[src/rtl/crc32_feeder_pkg.sv]
// crc32_feeder_pkg: shared types and constants for the CRC32 bus-master feeder.
// Holds the CRC peripheral register map, the FSM state enum, the CONF register
// bit positions and the FIFO entry layout.
// Optional feature macro: CRC_FEED_COUNT_EN (adds the length read-back).

`ifndef CRC32_PERIPH_ADR_DEFS
`define CRC32_PERIPH_ADR_DEFS
`define CRC_DATA_ADR  8'h10
`define CRC_CONF_ADR  8'h14
`define CRC_OUT_ADR   8'h18
`define CRC_COUNT_ADR 8'h1C
`endif

package crc32_feeder_pkg;

  // Peripheral register map, taken from the shared address defines.
  localparam logic [7:0] CRC_DATA_ADR_C  = `CRC_DATA_ADR;
  localparam logic [7:0] CRC_CONF_ADR_C  = `CRC_CONF_ADR;
  localparam logic [7:0] CRC_OUT_ADR_C   = `CRC_OUT_ADR;
  localparam logic [7:0] CRC_COUNT_ADR_C = `CRC_COUNT_ADR;

  // CONF register fields.
  localparam int CONF_POLY_BIT    = 0;
  localparam int CONF_RST_LGT_BIT = 1;

  // Bus sequencer states. GAP is shared by every access; the state that
  // preceded it decides where GAP goes next.
  typedef enum logic [2:0] {
    ST_IDLE   = 3'd0,
    ST_CONF   = 3'd1,
    ST_DATA   = 3'd2,
    ST_GAP    = 3'd3,
    ST_RD_CRC = 3'd4,
    ST_RD_CNT = 3'd5,
    ST_RES    = 3'd6
  } state_e;

  // One buffered stream word.
  typedef struct packed {
    logic        poly;
    logic        last;
    logic [31:0] data;
  } fifo_entry_t;

  localparam int ENTRY_W = $bits(fifo_entry_t);

  // CONF write value: always clear the length counter and CRC state.
  function automatic logic [31:0] conf_word(input logic poly);
    logic [31:0] w;
    w                   = '0;
    w[CONF_RST_LGT_BIT] = 1'b1;
    w[CONF_POLY_BIT]    = poly;
    return w;
  endfunction

endpackage

[src/rtl/crc32_feeder_fifo.sv]
// crc32_feeder_fifo: synchronous FIFO with full/empty flags.
// Head word is presented combinationally (show-ahead). Pushes into a full FIFO
// and pops from an empty one are ignored.

module crc32_feeder_fifo #(
  parameter int DEPTH = 4,
  parameter int WIDTH = 34
) (
  input  logic             clk_i,
  input  logic             rst_i,
  input  logic             push_i,
  input  logic [WIDTH-1:0] wdata_i,
  input  logic             pop_i,
  output logic [WIDTH-1:0] rdata_o,
  output logic             full_o,
  output logic             empty_o
);

  localparam int AW = $clog2(DEPTH);

  logic [WIDTH-1:0] mem_q [DEPTH];
  logic [AW:0]      wr_ptr_q;
  logic [AW:0]      rd_ptr_q;
  logic             do_push;
  logic             do_pop;

  // Extra pointer bit distinguishes full from empty when the indices match.
  assign empty_o = (wr_ptr_q == rd_ptr_q);
  assign full_o  = (wr_ptr_q[AW] != rd_ptr_q[AW]) &&
                   (wr_ptr_q[AW-1:0] == rd_ptr_q[AW-1:0]);
  assign do_push = push_i && !full_o;
  assign do_pop  = pop_i && !empty_o;
  assign rdata_o = mem_q[rd_ptr_q[AW-1:0]];

  // Storage array; contents need no reset since the pointers gate visibility.
  always_ff @(posedge clk_i) begin
    if (do_push) begin
      mem_q[wr_ptr_q[AW-1:0]] <= wdata_i;
    end
  end

  // Read/write pointers; reset flushes the FIFO.
  always_ff @(posedge clk_i) begin
    if (rst_i) begin
      wr_ptr_q <= '0;
      rd_ptr_q <= '0;
    end else begin
      if (do_push) wr_ptr_q <= wr_ptr_q + 1'b1;
      if (do_pop)  rd_ptr_q <= rd_ptr_q + 1'b1;
    end
  end

endmodule

[src/rtl/crc32_feeder.sv]
// crc32_feeder: buffers framed stream words and drives the CRC32 peripheral
// bus (CONF write, DATA writes, result reads), then offers the frame CRC on a
// result port.
// Optional feature macro: CRC_FEED_COUNT_EN -- when defined the frame length
// is read back from CRC_COUNT_ADR into res_count_o; otherwise res_count_o is 0.
//
// Handshakes: a transfer happens on a rising clk edge where valid and ready are
// both high. The source holds valid and its payload stable until that edge;
// ready may depend combinationally only on the receiver's own state (here
// s_ready_o comes from the FIFO fill level alone, never from s_valid_i), and
// res_* stay stable while res_valid_o is high and res_ready_i is low.

module crc32_feeder
  import crc32_feeder_pkg::*;
#(
  parameter int FIFO_DEPTH = 4,
  parameter int ADR_W      = 8
) (
  input  logic             clk_i,
  input  logic             rst_i,
  input  logic [31:0]      s_data_i,
  input  logic             s_last_i,
  input  logic             s_poly_i,
  input  logic             s_valid_i,
  output logic             s_ready_o,
  output logic [ADR_W-1:0] pr_adr_o,
  output logic             edwr_l_o,
  output logic             edwr_h_o,
  output logic             sedrd_o,
  output logic [31:0]      src_o,
  input  logic [31:0]      pr_src_i,
  output logic [31:0]      res_crc_o,
  output logic [31:0]      res_count_o,
  output logic             res_valid_o,
  input  logic             res_ready_i
);

  localparam logic [ADR_W-1:0] ADR_DATA  = ADR_W'(CRC_DATA_ADR_C);
  localparam logic [ADR_W-1:0] ADR_CONF  = ADR_W'(CRC_CONF_ADR_C);
  localparam logic [ADR_W-1:0] ADR_OUT   = ADR_W'(CRC_OUT_ADR_C);
`ifdef CRC_FEED_COUNT_EN
  localparam logic [ADR_W-1:0] ADR_COUNT = ADR_W'(CRC_COUNT_ADR_C);
`endif

  state_e             state_q;
  state_e             state_d;
  state_e             after_q;        // access that the current GAP follows
  logic               last_q;         // last flag of the most recently popped word
  logic               frame_start_q;  // head of FIFO begins a new frame
  logic               push_start_q;   // next pushed word begins a new frame

  logic               fifo_push;
  logic               fifo_pop;
  logic               fifo_full;
  logic               fifo_empty;
  fifo_entry_t        wr_entry;
  logic [ENTRY_W-1:0] head_bits;
  fifo_entry_t        head;
  logic [31:0]        res_crc_q;

  assign s_ready_o   = !fifo_full;
  assign fifo_push   = s_valid_i && s_ready_o;
  assign fifo_pop    = (state_q == ST_DATA);
  assign head        = fifo_entry_t'(head_bits);
  assign res_valid_o = (state_q == ST_RES);
  assign res_crc_o   = res_crc_q;

  // Poly is only meaningful on a frame's first word; mask it elsewhere.
  assign wr_entry.poly = s_poly_i && push_start_q;
  assign wr_entry.last = s_last_i;
  assign wr_entry.data = s_data_i;

  crc32_feeder_fifo #(
    .DEPTH (FIFO_DEPTH),
    .WIDTH (ENTRY_W)
  ) u_fifo (
    .clk_i   (clk_i),
    .rst_i   (rst_i),
    .push_i  (fifo_push),
    .wdata_i (wr_entry),
    .pop_i   (fifo_pop),
    .rdata_o (head_bits),
    .full_o  (fifo_full),
    .empty_o (fifo_empty)
  );

  // Next-state logic. IDLE also reacts to a push in the same cycle so the
  // first strobe follows the push edge directly.
  always_comb begin
    state_d = state_q;
    case (state_q)
      ST_IDLE: begin
        if (!fifo_empty || fifo_push) begin
          state_d = frame_start_q ? ST_CONF : ST_DATA;
        end
      end
      ST_CONF, ST_DATA, ST_RD_CRC: state_d = ST_GAP;
`ifdef CRC_FEED_COUNT_EN
      ST_RD_CNT: state_d = ST_GAP;
`endif
      ST_GAP: begin
        case (after_q)
          ST_CONF: state_d = ST_DATA;
          ST_DATA: begin
            if (last_q)           state_d = ST_RD_CRC;
            else if (!fifo_empty) state_d = ST_DATA;
            else                  state_d = ST_IDLE;
          end
`ifdef CRC_FEED_COUNT_EN
          ST_RD_CRC: state_d = ST_RD_CNT;
          ST_RD_CNT: state_d = ST_RES;
`else
          ST_RD_CRC: state_d = ST_RES;
`endif
          default:   state_d = ST_IDLE;
        endcase
      end
      ST_RES: if (res_ready_i) state_d = ST_IDLE;
      default: state_d = ST_IDLE;
    endcase
  end

  // Sequencer state, GAP context and frame-boundary tracking.
  always_ff @(posedge clk_i) begin
    if (rst_i) begin
      state_q       <= ST_IDLE;
      after_q       <= ST_IDLE;
      last_q        <= 1'b0;
      frame_start_q <= 1'b1;
      push_start_q  <= 1'b1;
    end else begin
      state_q <= state_d;
      if (state_d == ST_GAP) after_q <= state_q;
      if (fifo_pop) begin
        last_q        <= head.last;
        frame_start_q <= head.last;
      end
      if (fifo_push) push_start_q <= s_last_i;
    end
  end

  // Peripheral read data is registered, so capture it at the end of the GAP.
  always_ff @(posedge clk_i) begin
    if (rst_i) begin
      res_crc_q <= '0;
    end else if (state_q == ST_GAP && after_q == ST_RD_CRC) begin
      res_crc_q <= pr_src_i;
    end
  end

`ifdef CRC_FEED_COUNT_EN
  logic [31:0] res_count_q;

  // Frame length read back from the peripheral.
  always_ff @(posedge clk_i) begin
    if (rst_i) begin
      res_count_q <= '0;
    end else if (state_q == ST_GAP && after_q == ST_RD_CNT) begin
      res_count_q <= pr_src_i;
    end
  end

  assign res_count_o = res_count_q;
`else
  assign res_count_o = 32'd0;
`endif

  // Bus drive decoded from the current state; every non-access cycle is idle.
  always_comb begin
    pr_adr_o = '0;
    edwr_l_o = 1'b1;
    edwr_h_o = 1'b1;
    sedrd_o  = 1'b1;
    src_o    = '0;
    case (state_q)
      ST_CONF: begin
        pr_adr_o = ADR_CONF;
        edwr_l_o = 1'b0;
        edwr_h_o = 1'b0;
        src_o    = conf_word(head.poly);
      end
      ST_DATA: begin
        pr_adr_o = ADR_DATA;
        edwr_l_o = 1'b0;
        edwr_h_o = 1'b0;
        src_o    = head.data;
      end
      ST_RD_CRC: begin
        pr_adr_o = ADR_OUT;
        sedrd_o  = 1'b0;
      end
`ifdef CRC_FEED_COUNT_EN
      ST_RD_CNT: begin
        pr_adr_o = ADR_COUNT;
        sedrd_o  = 1'b0;
      end
`endif
      default: ;
    endcase
  end

endmodule

[config.mk]
export PLATFORM = sky130hd
export DESIGN_NAME = crc32_feeder
export DESIGN_NICKNAME = d
export VERILOG_FILES = /design/src/rtl/crc32_feeder_pkg.sv /design/src/rtl/crc32_feeder_fifo.sv /design/src/rtl/crc32_feeder.sv
export SDC_FILE = /design/constraint.sdc
export NUM_CORES = 1
export LEC_CHECK = 0
export BUFFER_PORTS_ARGS = -buffer_cell sky130_fd_sc_hd__buf_2
export CELL_PAD_IN_SITES_DETAIL_PLACEMENT = 0
export CELL_PAD_IN_SITES_GLOBAL_PLACEMENT = 1
export CORE_ASPECT_RATIO = 0.7
export CORE_MARGIN = 1.5
export CORE_UTILIZATION = 35
export DETAILED_ROUTE_END_ITERATION = 10
export PLACE_DENSITY = 0.69
export SLEW_MARGIN = 20
export SYNTH_ARGS = -nofsm -noshare
export SYNTH_HDL_FRONTEND = slang
export SYNTH_SLANG_ARGS = --single-unit
[constraint.sdc]
create_clock -name clk_i -period 4.4 [get_ports clk_i]
set_input_delay 0.88 -clock clk_i [delete_from_list [all_inputs] [get_ports clk_i]]
set_output_delay 0.88 -clock clk_i [all_outputs]
set_load 0.05 [all_outputs]
==> impl_metrics.toml <==
[status]
status = "finished, final reports clean"

[critical_path]
crit_path_start_kind = "flip-flop"
cp_top_family = "simple AND/OR/NAND/NOR gates"
worstReg2RegStart = "u_fifo.wr_ptr_q[0]$_SDFFE_PP0P_"
slowest_stage = "or3b_1"
r2r_setup_slack_ns = 2.00
path_cells = "or3b_1, buf_4, nor2b_1, buf_2"
slowest_delay_ns = 0.69
crit_path_max_fanout = 18
critical_path_class = "flip-flop to primary output"
arrival_ns = 2.41
reg2reg_depth = 3
cp.buffers_inverters = 2
worstReg2RegEnd = "u_fifo.mem_q[0][9]$_DFFE_PP_"
end_kind = "primary output"
crit_required_ns = 3.52

[floorplan]
rows = 44
die_h_um = 125
dieArea_um2 = 22200
die_x_um = 177
ios = 179
initial_core_util_pct = 35.8
core-area_um2 = 20800

[global_routing]
overflow = 0
antenna_found_initial = 4
grt_usage_pct = 13.9
grt_pass1_wl_um = 23200
grt_max_degree = 35
grt_pass1_vias = 4364

[cts]
cts_tree = "yes"
path_clk_slew_ns = 0.07
cts_hold_buf = 0
post_cts_resized = 0
cts_buffer_depth = 2
cts_max_level = 4
clockRootBuffer = "clkbuf_16"
cts_made_buffers = 17
post-cts-setup-buffers = 0
cts_sinks = 185
worst_skew_pair.late_latency_ns = 0.42

[placed_design]
io_buffer_count = 141
dp_hpwl_um = 9590
dpl_worst_slack_ns = 1.54
dp_cells = 899
gp_congestion = 0.744

[timing]
worstMarginPinSlew_ns = 0.995
fin_setup_tns_ns = 0
setup_viol = 0
finClkSkew_ns = 0.00605
clock.fmax_ghz = 0.304
rsz0062_at_grt = "false"
finalHoldViolations = 0
layout_min_cycle_time_ns = 3.29
setup_slack_ns = 1.11
slew_viol_final = 0
period_share_pct = 74.7
timing.hold.ws_ns = 0.454
slew_headroom_pct = 33.7

[yosys]
ys_ff_latch = 185
yosys-top-cells-area = "edfxtp_1, dfxtp_1, mux4_2"
synth_cell_types = 39
seq_area_frac_synth_pct = 68.1
yosysTopAreaCell = "edfxtp_1"
synth_edf_count = 136
synthCells = 506
synth_area_um2 = 7440
ys.flop_type = "edfxtp_1"
synthArstFlopShare_pct = 0
avgSynthCellArea_um2 = 14.7
synth-warning-count = 0
yosysTopAreaCellShare_pct = 54.9

[drt]
wirelength_um = 14700
drt_iter0_markers = 210
dr.pass1.iters = 4
vias = 4274
wl_per_cell_um = 15.7
via_per_inst = 4.58
drc_errors = 0
drtAntennaViolNets = 0

[worst_hold_path]
min_path_cells = 2
hold_path.class = "flip-flop to flip-flop"
holdCritStartpoint = "res_crc_o[4]$_SDFFE_PP0P_"
min_to = "res_crc_o[4]$_SDFFE_PP0P_"

[power_and_ir_drop]
ir_worst_vdd_v = 0.000267
total_power_uw = 4110
power.density_nw_per_um2 = 464
power.leakage_uw = 0.00325

[final_layout]
fin_nets = 718
area_growth_pct = 19.0
final_cells = 933
drive_gt1_share_pct = 34.3

[flow_run]
cap_viol_max_count = 0
-- layout make-up --
cell class	instances	area (um2)
fillers	1901	12000
flip-flops and latches	185	5070
well taps	276	345
multi-input cells	288	2090
clock buffers	17	425
clock inverters	15	159
repair buffers	146	747
inverters	5	18.8
diodes	1	2.50
-- through the flow --
stage          cell area, um2  util [%]
3_3_place_gp             8260      39.7
6_report                 8850      42.6
4_1_cts                  8840      42.5
5_1_grt                  8850      42.5
2_1_floorplan            7580         -
3_5_place_dp             8260      39.7
-- routing by layer --
layer	global-route usage, %	wire [um]	vias up
met2	22.4	7070	118
met3	5.14	859	15
met1	17.7	6580	2097
met5	0	36	-
li1	-	-	2038
met4	3.86	123	6
-- worst register-to-register path, delay by kind of cell, from the launching register on --
| family | cells | cell delay (ns) |
|---|---|---|
| flops | 1 | 0.45 |
| xor+xnor | 1 | 0.19 |
| simple gates | 1 | 0.90 |
| compound gates | 1 | 0.47 |
-- cells by family (layout without fill, tap and decap cells) --
family / Yosys count / after routing / share of synthesized area (%)
buffers and inverters: 69 / 183 / 5.83
adder cells (fa/ha/maj): 5 / 5 / 0.841
AND/OR/NAND/NOR: 144 / 144 / 9.16
AO/OA/AOI/OAI: 58 / 58 / 4.51
XOR/XNOR: 7 / 7 / 0.824
flip-flops: 185 / 185 / 68.1
multiplexers: 37 / 37 / 10.7
other: 1 / 38 / 0.0504
-- cell usage after synthesis (5+ instances only) --
master and number:
nor2b_1 31, buf_2 8, nand2_1 77, buf_4 38, dfxtp_1 49, clkbuf_1 14, nor2_1 14, a21oi_1 43
ha_1 5, xnor2_1 5, o21ai_0 5, mux4_2 34, edfxtp_1 136, inv_1 5, and2_1 7
-- registers in the layout, summed over array words and instances (netlist names), named ones only --
signal and flops:
push_start_q 1, u_fifo.mem_q 136, u_fifo.wr_ptr_q 3, after_q 3, u_fifo.rd_ptr_q 3, last_q 1
res_crc_o 32, frame_start_q 1, state_q 3
-- power breakdown --
group	switching, uW	internal [uW]
sequential	44.8	1960
clock	677	802
combinational	440	188
total	1160	2950
-- worst max path at each step --
stage | startpoint | to | slack (ns) | depth (start not counted)
3_5_place_dp | state_q[1]$_SDFF_PP0_ | src_o[22] | 1.54 | 4
5_1_grt | state_q[1]$_SDFF_PP0_ | src_o[22] | 0.92 | 4
2_1_floorplan | state_q[0]$_SDFF_PP0_ | pr_adr_o[4] | 0.41 | 4
4_1_cts | state_q[1]$_SDFF_PP0_ | src_o[22] | 1.06 | 4
6_report | state_q[1]$_SDFF_PP0_ | src_o[18] | 1.11 | 4
3_3_place_gp | state_q[1]$_SDFF_PP0_ | src_o[22] | 1.58 | 4
-- cells in the final DEF, fill, tap and decap left out, types with 3 or more instances in the layout --
master,count
mux4_2,34
o21ai_0,5
conb_1,37
nor2b_1,31
inv_8,4
buf_4,4
and2_2,4
and2_1,3
buf_2,141
a21oi_1,43
clkbuf_16,17
nand2_1,77
clkinvlp_4,3
edfxtp_1,136
inv_1,5
nor3_1,3
nor2_1,14
xnor2_1,5
ha_1,5
dfxtp_1,47
No activity file was read; power rests on OpenSTA's default activity.
